[src/rtl/ins_mem_loader_if.sv]
// rtl/ins_mem_loader_if.sv - byte stream in, word write bus out, for the instruction memory loader
interface ins_mem_loader_if;
    logic [7:0]  in_byte;
    logic        in_valid;
    logic        in_last;
    logic        in_ready;
    logic        wr_en;
    logic [31:0] wr_addr;
    logic [31:0] wr_data;

    modport master (
        output in_byte, in_valid, in_last,
        input  in_ready, wr_en, wr_addr, wr_data
    );

    modport slave (
        input  in_byte, in_valid, in_last,
        output in_ready, wr_en, wr_addr, wr_data
    );
endinterface

[src/rtl/ins_mem_loader.sv]
// rtl/ins_mem_loader.sv - packs a byte stream into 32-bit words and writes the instruction memory
// First byte of each word lands in bits[31:24]; an early last zero-fills the remaining words.
module ins_mem_loader #(
    parameter int DEPTH = 32,
    parameter int CNT_W = 6
) (
    input  logic             clk,
    input  logic             rst,
    input  logic             start,
    ins_mem_loader_if.slave  bus,
    output logic             cpu_hold,
    output logic             busy,
    output logic             done,
    output logic [CNT_W-1:0] word_count
);

    typedef enum logic [2:0] {
        IDLE  = 3'd0,
        LOAD  = 3'd1,
        WRITE = 3'd2,
        FILL  = 3'd3,
        DONE  = 3'd4
    } state_t;

    state_t           state_q, state_d;
    logic [1:0]       byte_idx_q, byte_idx_d;
    logic [CNT_W-1:0] word_idx_q, word_idx_d;
    logic [CNT_W-1:0] word_count_q, word_count_d;
    logic [31:0]      word_q, word_d;
    logic             last_q, last_d;
    logic             wr_en_q, wr_en_d;
    logic [31:0]      wr_addr_q, wr_addr_d;
    logic [31:0]      wr_data_q, wr_data_d;
    logic             busy_q, busy_d;
    logic             done_q, done_d;

    logic             xfer;
    logic             word_end;
    logic             at_top;
    logic [CNT_W-1:0] word_idx_inc;
    logic [31:0]      packed_word;

    assign xfer         = bus.in_valid && (state_q == LOAD);
    assign word_end     = xfer && ((byte_idx_q == 2'd3) || bus.in_last);
    assign at_top       = (word_idx_q == CNT_W'(DEPTH - 1));
    assign word_idx_inc = word_idx_q + CNT_W'(1);

    // Missing low bytes stay zero because word_q is cleared at every word boundary.
    always_comb begin
        packed_word = word_q;
        case (byte_idx_q)
            2'd0:    packed_word[31:24] = bus.in_byte;
            2'd1:    packed_word[23:16] = bus.in_byte;
            2'd2:    packed_word[15:8]  = bus.in_byte;
            default: packed_word[7:0]   = bus.in_byte;
        endcase
    end

    always_ff @(posedge clk) begin
        if (!rst) begin
            state_q      <= IDLE;
            byte_idx_q   <= '0;
            word_idx_q   <= '0;
            word_count_q <= '0;
            word_q       <= '0;
            last_q       <= 1'b0;
            wr_en_q      <= 1'b0;
            wr_addr_q    <= '0;
            wr_data_q    <= '0;
            busy_q       <= 1'b0;
            done_q       <= 1'b0;
        end else begin
            state_q      <= state_d;
            byte_idx_q   <= byte_idx_d;
            word_idx_q   <= word_idx_d;
            word_count_q <= word_count_d;
            word_q       <= word_d;
            last_q       <= last_d;
            wr_en_q      <= wr_en_d;
            wr_addr_q    <= wr_addr_d;
            wr_data_q    <= wr_data_d;
            busy_q       <= busy_d;
            done_q       <= done_d;
        end
    end

    always_comb begin
        state_d = state_q;
        case (state_q)
            IDLE:    if (start) state_d = LOAD;
            LOAD:    if (word_end) state_d = WRITE;
            WRITE: begin
                if (at_top)      state_d = DONE;
                else if (last_q) state_d = FILL;
                else             state_d = LOAD;
            end
            FILL:    if (at_top) state_d = DONE;
            DONE:    if (start) state_d = LOAD;
            default: state_d = IDLE;
        endcase
    end

    // Registered outputs are computed from the next state so wr_en lines up with WRITE/FILL.
    always_comb begin
        byte_idx_d   = byte_idx_q;
        word_idx_d   = word_idx_q;
        word_count_d = word_count_q;
        word_d       = word_q;
        last_d       = last_q;
        wr_en_d      = 1'b0;
        wr_addr_d    = wr_addr_q;
        wr_data_d    = wr_data_q;
        case (state_q)
            IDLE, DONE: begin
                if (start) begin
                    byte_idx_d   = '0;
                    word_idx_d   = '0;
                    word_count_d = '0;
                    word_d       = '0;
                    last_d       = 1'b0;
                end
            end
            LOAD: begin
                if (xfer) begin
                    word_d     = packed_word;
                    byte_idx_d = byte_idx_q + 2'd1;
                end
                if (word_end) begin
                    last_d    = bus.in_last;
                    wr_en_d   = 1'b1;
                    wr_addr_d = 32'(word_idx_q) << 2;
                    wr_data_d = packed_word;
                end
            end
            WRITE, FILL: begin
                word_idx_d = word_idx_inc;
                if (state_q == WRITE) begin
                    word_count_d = word_count_q + CNT_W'(1);
                    byte_idx_d   = '0;
                    word_d       = '0;
                end
                if (state_d == FILL) begin
                    wr_en_d   = 1'b1;
                    wr_addr_d = 32'(word_idx_inc) << 2;
                    wr_data_d = '0;
                end
            end
            default: ;
        endcase
        busy_d = (state_d == LOAD) || (state_d == WRITE) || (state_d == FILL);
        done_d = (state_d == DONE);
    end

    assign bus.in_ready = (state_q == LOAD);
    assign bus.wr_en    = wr_en_q;
    assign bus.wr_addr  = wr_addr_q;
    assign bus.wr_data  = wr_data_q;
    assign cpu_hold     = busy_q;
    assign busy         = busy_q;
    assign done         = done_q;
    assign word_count   = word_count_q;

endmodule
[src/flat_wrapper.sv]
// flat-port wrapper written by rule: the top's interface ports become plain ports
module ins_mem_loader_flat 
#(
    parameter int DEPTH = 32,
    parameter int CNT_W = 6
)
  (clk, rst, start, cpu_hold, busy, done, word_count, bus_in_byte, bus_in_valid, bus_in_last, bus_in_ready, bus_wr_en, bus_wr_addr, bus_wr_data);
  ins_mem_loader_if bus_i ();
  input  logic clk;
  input  logic rst;
  input  logic start;
  output logic cpu_hold;
  output logic busy;
  output logic done;
  output logic [CNT_W-1:0] word_count;
  input wire logic [$bits(bus_i.in_byte)-1:0] bus_in_byte;
  input wire logic [$bits(bus_i.in_valid)-1:0] bus_in_valid;
  input wire logic [$bits(bus_i.in_last)-1:0] bus_in_last;
  output wire logic [$bits(bus_i.in_ready)-1:0] bus_in_ready;
  output wire logic [$bits(bus_i.wr_en)-1:0] bus_wr_en;
  output wire logic [$bits(bus_i.wr_addr)-1:0] bus_wr_addr;
  output wire logic [$bits(bus_i.wr_data)-1:0] bus_wr_data;
  assign bus_i.in_byte = bus_in_byte;
  assign bus_i.in_valid = bus_in_valid;
  assign bus_i.in_last = bus_in_last;
  assign bus_in_ready = bus_i.in_ready;
  assign bus_wr_en = bus_i.wr_en;
  assign bus_wr_addr = bus_i.wr_addr;
  assign bus_wr_data = bus_i.wr_data;
  ins_mem_loader #(.DEPTH(DEPTH), .CNT_W(CNT_W)) u_core (.clk(clk), .rst(rst), .start(start), .bus(bus_i), .cpu_hold(cpu_hold), .busy(busy), .done(done), .word_count(word_count));
endmodule
[config.mk]
export PLATFORM = sky130hd
export DESIGN_NAME = ins_mem_loader_flat
export DESIGN_NICKNAME = d
export VERILOG_FILES = /design/src/rtl/ins_mem_loader_if.sv /design/src/rtl/ins_mem_loader.sv /design/src/flat_wrapper.sv
export SDC_FILE = /design/constraint.sdc
export NUM_CORES = 1
export LEC_CHECK = 0
export BUFFER_PORTS_ARGS = -buffer_cell sky130_fd_sc_hd__buf_4
export CORE_MARGIN = 2
export CORE_UTILIZATION = 55
export DETAILED_ROUTE_END_ITERATION = 16
export PLACE_DENSITY = 0.89
export SLEW_MARGIN = 40
export SYNTH_ARGS = -nofsm -noshare
export SYNTH_HDL_FRONTEND = slang
export SYNTH_SLANG_ARGS = --single-unit
[constraint.sdc]
create_clock -name clk -period 4.7 [get_ports clk]
set_input_delay 0.94 -clock clk [delete_from_list [all_inputs] [get_ports clk]]
set_output_delay 0.94 -clock clk [all_outputs]
set_load 0.005 [all_outputs]
==> implementation parameters <==
Parameter                              Value

Logic synthesis
  Post-Syn Instances    404
  Number of library cell types mapped by synthesis    46
  Synthesized area    0.00417 mm2
  EDFF count, synth    0
  Most frequently used flop master after synthesis    sky130_fd_sc_hd__dfxtp_1
  Mapped Avg Cell Area    10.3 um2
  Synth Warn #    0
  Post-synthesis sequential element count    91
  Sequential share of the synthesized area    0.437
  Post-synth ARST share    0

Floorplan
  Initial core utilization    0.571
  Rows    31
  Chip Height    slightly above 90 um
  Ports    88
  Die Footprint    just over 0.008 mm2
  Die extent in x    a little over 90 um
  Standard cell core area    0.00729 mm2

Global route
  Total gr overflow    0
  Maximum number of pins on one net before global-route repair    59
  Via count of the first global-routing pass    around 2800
  Global-route usage over all layers    0.206
  Global-route wire length before repair    13800 um
  Number of antenna violations at the first check in global routing    0

Power
  Areal power density over the cells    ~310 mW/mm2
  Leakage power summed over all cells    around 1.8 nW
  Maximum vdd ir drop    between 0.15 and 0.2 mV
  Net switching fraction of the power    0.255
  Switching component of the power    approximately 0.37 mW
  Relative contribution of sequential cells to total power    0.542
  Combinational group share of total power    0.090
  Part of the total power dissipated in the clock network    0.368
  Int Power    ~1.1 mW

STA
  Number of hold violations in the final report    0
  Worst clock skew on the final layout    between 0.009 and 0.01 ns
  Timing-limited maximum frequency    approximately 0.4 GHz
  Setup TNS    0 ns
  Clock period minus final worst setup slack    2.48 ns
  Smallest setup slack after layout    about 2.2 ns
  Slew @ Worst Pin    around 0.7 ns
  Unrepaired setup endpoints after global routing    false
  Relative max-transition margin    0.524
  Share of the clock period used by the worst path    0.527
  Setup Viol. Count Final    0
  Number of pins exceeding their max-slew limit in the final report    0

Job
  Number of max-capacitance violations reported    0

Clock tree
  Maximum level of the CTS H-tree    3
  Number of setup buffers added after CTS    0
  CTS Buf Count    9
  Clock slew at the register clock pins of the worst setup and hold paths    ~0.09 ns
  Number of clock sinks seen by CTS    91
  Clock latency at the later pin of the worst-skew pair    between 0.3 and 0.4 ns
  Clock buffer depth    2
  Root cell of the clock tree    sky130_fd_sc_hd__clkbuf_8
  CTS tree    done
  Post-cts hold buffer count    0
  Resize count post-CTS    0

Routing
  Number of design-rule violations left by the first detailed-router iteration    between 150 and 200
  Residual antenna-violating net count after detailed routing    0
  Drc violations    0
  Mean number of vias per cell    approximately 5.5
  Detailed-route wire length    between 8000 and 9000 um
  Routed wire per std cell    15.4 um
  Number of iterations in the first detailed-routing pass    4
  Via Count    2998

Final layout
  Fraction of layout instances using a drive strength above 1    0.212
  Number of nets in the layout    roughly 460
  Most common cell after layout, fill and taps aside    sky130_fd_sc_hd__dfxtp_1
  Share of the core filled with cells    0.642
  Area growth from synthesis to layout    12.4%
  Count of filler cells inserted in the layout    roughly 580
  Register Area    about 0.0018 mm2
  Highest-count cells in the layout ignoring fill and taps    sky130_fd_sc_hd__dfxtp_1, sky130_fd_sc_hd__buf_4, sky130_fd_sc_hd__nor2b_1, sky130_fd_sc_hd__mux2i_1
  Total inserted antenna cells    0
  Area occupied by multi-input gates    0.00203 mm2

Run status
  Run status    finished, final reports clean

Setup path
  CP Capture Type    output port
  Nature of the critical path startpoint    flip-flop
  Highest fanout seen on the critical path    9
  Arrival time of the worst setup path    1.54 ns
  Setup Crit Path Kind    flip-flop to output port
  Required time reported for the critical path endpoint    3.76 ns

Placement
  Hpwl dp    around 5700 um
  Place WS    a little under 2 ns
  RD Place Congestion    ~0.84
  Count of port buffers added during placement    roughly 60

Min path
  Worst hold path type    flip-flop to flip-flop
## flip-flops by register name, indices dropped and copies added, names as in the netlist
register / count
u_core.bus.wr_data: 32
u_core.word_q: 32
u_core.bus.wr_addr: 6
u_core.word_count: 6
u_core.word_idx_q: 6
u_core.state_q: 3
u_core.byte_idx_q: 2
u_core.bus.wr_en: 1
u_core.busy: 1
u_core.done: 1
u_core.last_q: 1
## worst paths after layout
check / startpoint / endpoint / slack [ns] / cells past startpoint
worst max-delay path: u_core.state_q[0]$_SDFF_PN0_ / bus_in_ready / 2.22 / 2
worst min register to register: u_core.bus.wr_data[6]$_SDFFE_PN0P_ / u_core.bus.wr_data[6]$_SDFFE_PN0P_ / 0.47 / 1
worst min-delay path: u_core.bus.wr_data[6]$_SDFFE_PN0P_ / u_core.bus.wr_data[6]$_SDFFE_PN0P_ / 0.47 / 1
worst max register to register: u_core.state_q[0]$_SDFF_PN0_ / u_core.bus.wr_data[5]$_SDFFE_PN0P_ / 2.44 / 4
## power by group through the flow
| stage | Clock (mW) | Combinational (mW) | Sequential (mW) |
|---|---|---|---|
| floorplan | 0 | 0.114 | 0.805 |
| global placement | 0 | 0.124 | 0.808 |
| CTS | 0.543 | 0.129 | 0.791 |
| global route | 0.580 | 0.143 | 0.793 |
| finish | 0.537 | 0.132 | 0.791 |
| detailed placement | 0 | 0.129 | 0.809 |
## metrics by stage
step / power [mW] / area, um2 / hold slack (ns) / std cells
2_1_floorplan: 0.919 / 4260 / 0.456 / 429
3_3_place_gp: 0.932 / 4440 / 0.450 / 527
3_5_place_dp: 0.938 / 4470 / 0.450 / 529
4_1_cts: 1.46 / 4670 / 0.477 / 545
5_1_grt: 1.52 / 4680 / 0.492 / 547
6_report: 1.46 / 4680 / 0.471 / 547
## critical path, cell delays in order, from the launching register on
cell and delay, ns:
sky130_fd_sc_hd__dfxtp_1 0.56, sky130_fd_sc_hd__nor3b_1 0.43, sky130_fd_sc_hd__buf_4 0.19
## metal layers
metal	wire length, um	vias to the layer above	global-route usage
met5	0	-	0
met4	113	0	0.0732
met3	494	8	0.0432
met2	4160	96	0.342
met1	3670	1436	0.265
li1	-	1458	-
## logic make-up (layout without fill, tap and decap cells)
group	count (synthesis)	count (layout)	share of synthesized area
simple gates	94	94	0.141
xor+xnor	8	8	0.0168
mux	34	34	0.0817
buf+inv	66	85	0.101
other cells	1	26	0.000900
fa+ha+maj	7	7	0.0210
flops	91	91	0.437
compound gates	103	103	0.201
## final cells by class
type                            count  area share
Multi-Input combinational cell    272       0.434
Inverter                            4     0.00321
Clock buffer                       10      0.0273
Clock inverter                      6      0.0158
Sequential cell                    91       0.389
Tap cell                           99      0.0265
Timing Repair Buffer               65       0.104
## synthesized netlist by cell type, types with 5 or more instances
| master | n | area share |
|---|---|---|
| sky130_fd_sc_hd__nand2_1 | 12 | 0.011 |
| sky130_fd_sc_hd__ha_1 | 7 | 0.021 |
| sky130_fd_sc_hd__a22oi_1 | 32 | 0.058 |
| sky130_fd_sc_hd__o31ai_1 | 6 | 0.011 |
| sky130_fd_sc_hd__o2bb2ai_1 | 32 | 0.067 |
| sky130_fd_sc_hd__nor2b_1 | 36 | 0.054 |
| sky130_fd_sc_hd__buf_4 | 34 | 0.061 |
| sky130_fd_sc_hd__clkbuf_1 | 7 | 0.0063 |
| sky130_fd_sc_hd__nor2_1 | 11 | 0.0099 |
| sky130_fd_sc_hd__buf_1 | 11 | 0.0099 |
| sky130_fd_sc_hd__mux2i_1 | 34 | 0.082 |
| sky130_fd_sc_hd__xor2_1 | 6 | 0.013 |
| sky130_fd_sc_hd__o21ai_0 | 11 | 0.013 |
| sky130_fd_sc_hd__a211oi_4 | 5 | 0.024 |
| sky130_fd_sc_hd__and2_1 | 13 | 0.020 |
| sky130_fd_sc_hd__a21oi_1 | 5 | 0.0060 |
| sky130_fd_sc_hd__buf_2 | 5 | 0.0060 |
| sky130_fd_sc_hd__dfxtp_1 | 91 | 0.44 |
| sky130_fd_sc_hd__buf_6 | 5 | 0.014 |
(Power assumes the default switching activity.)
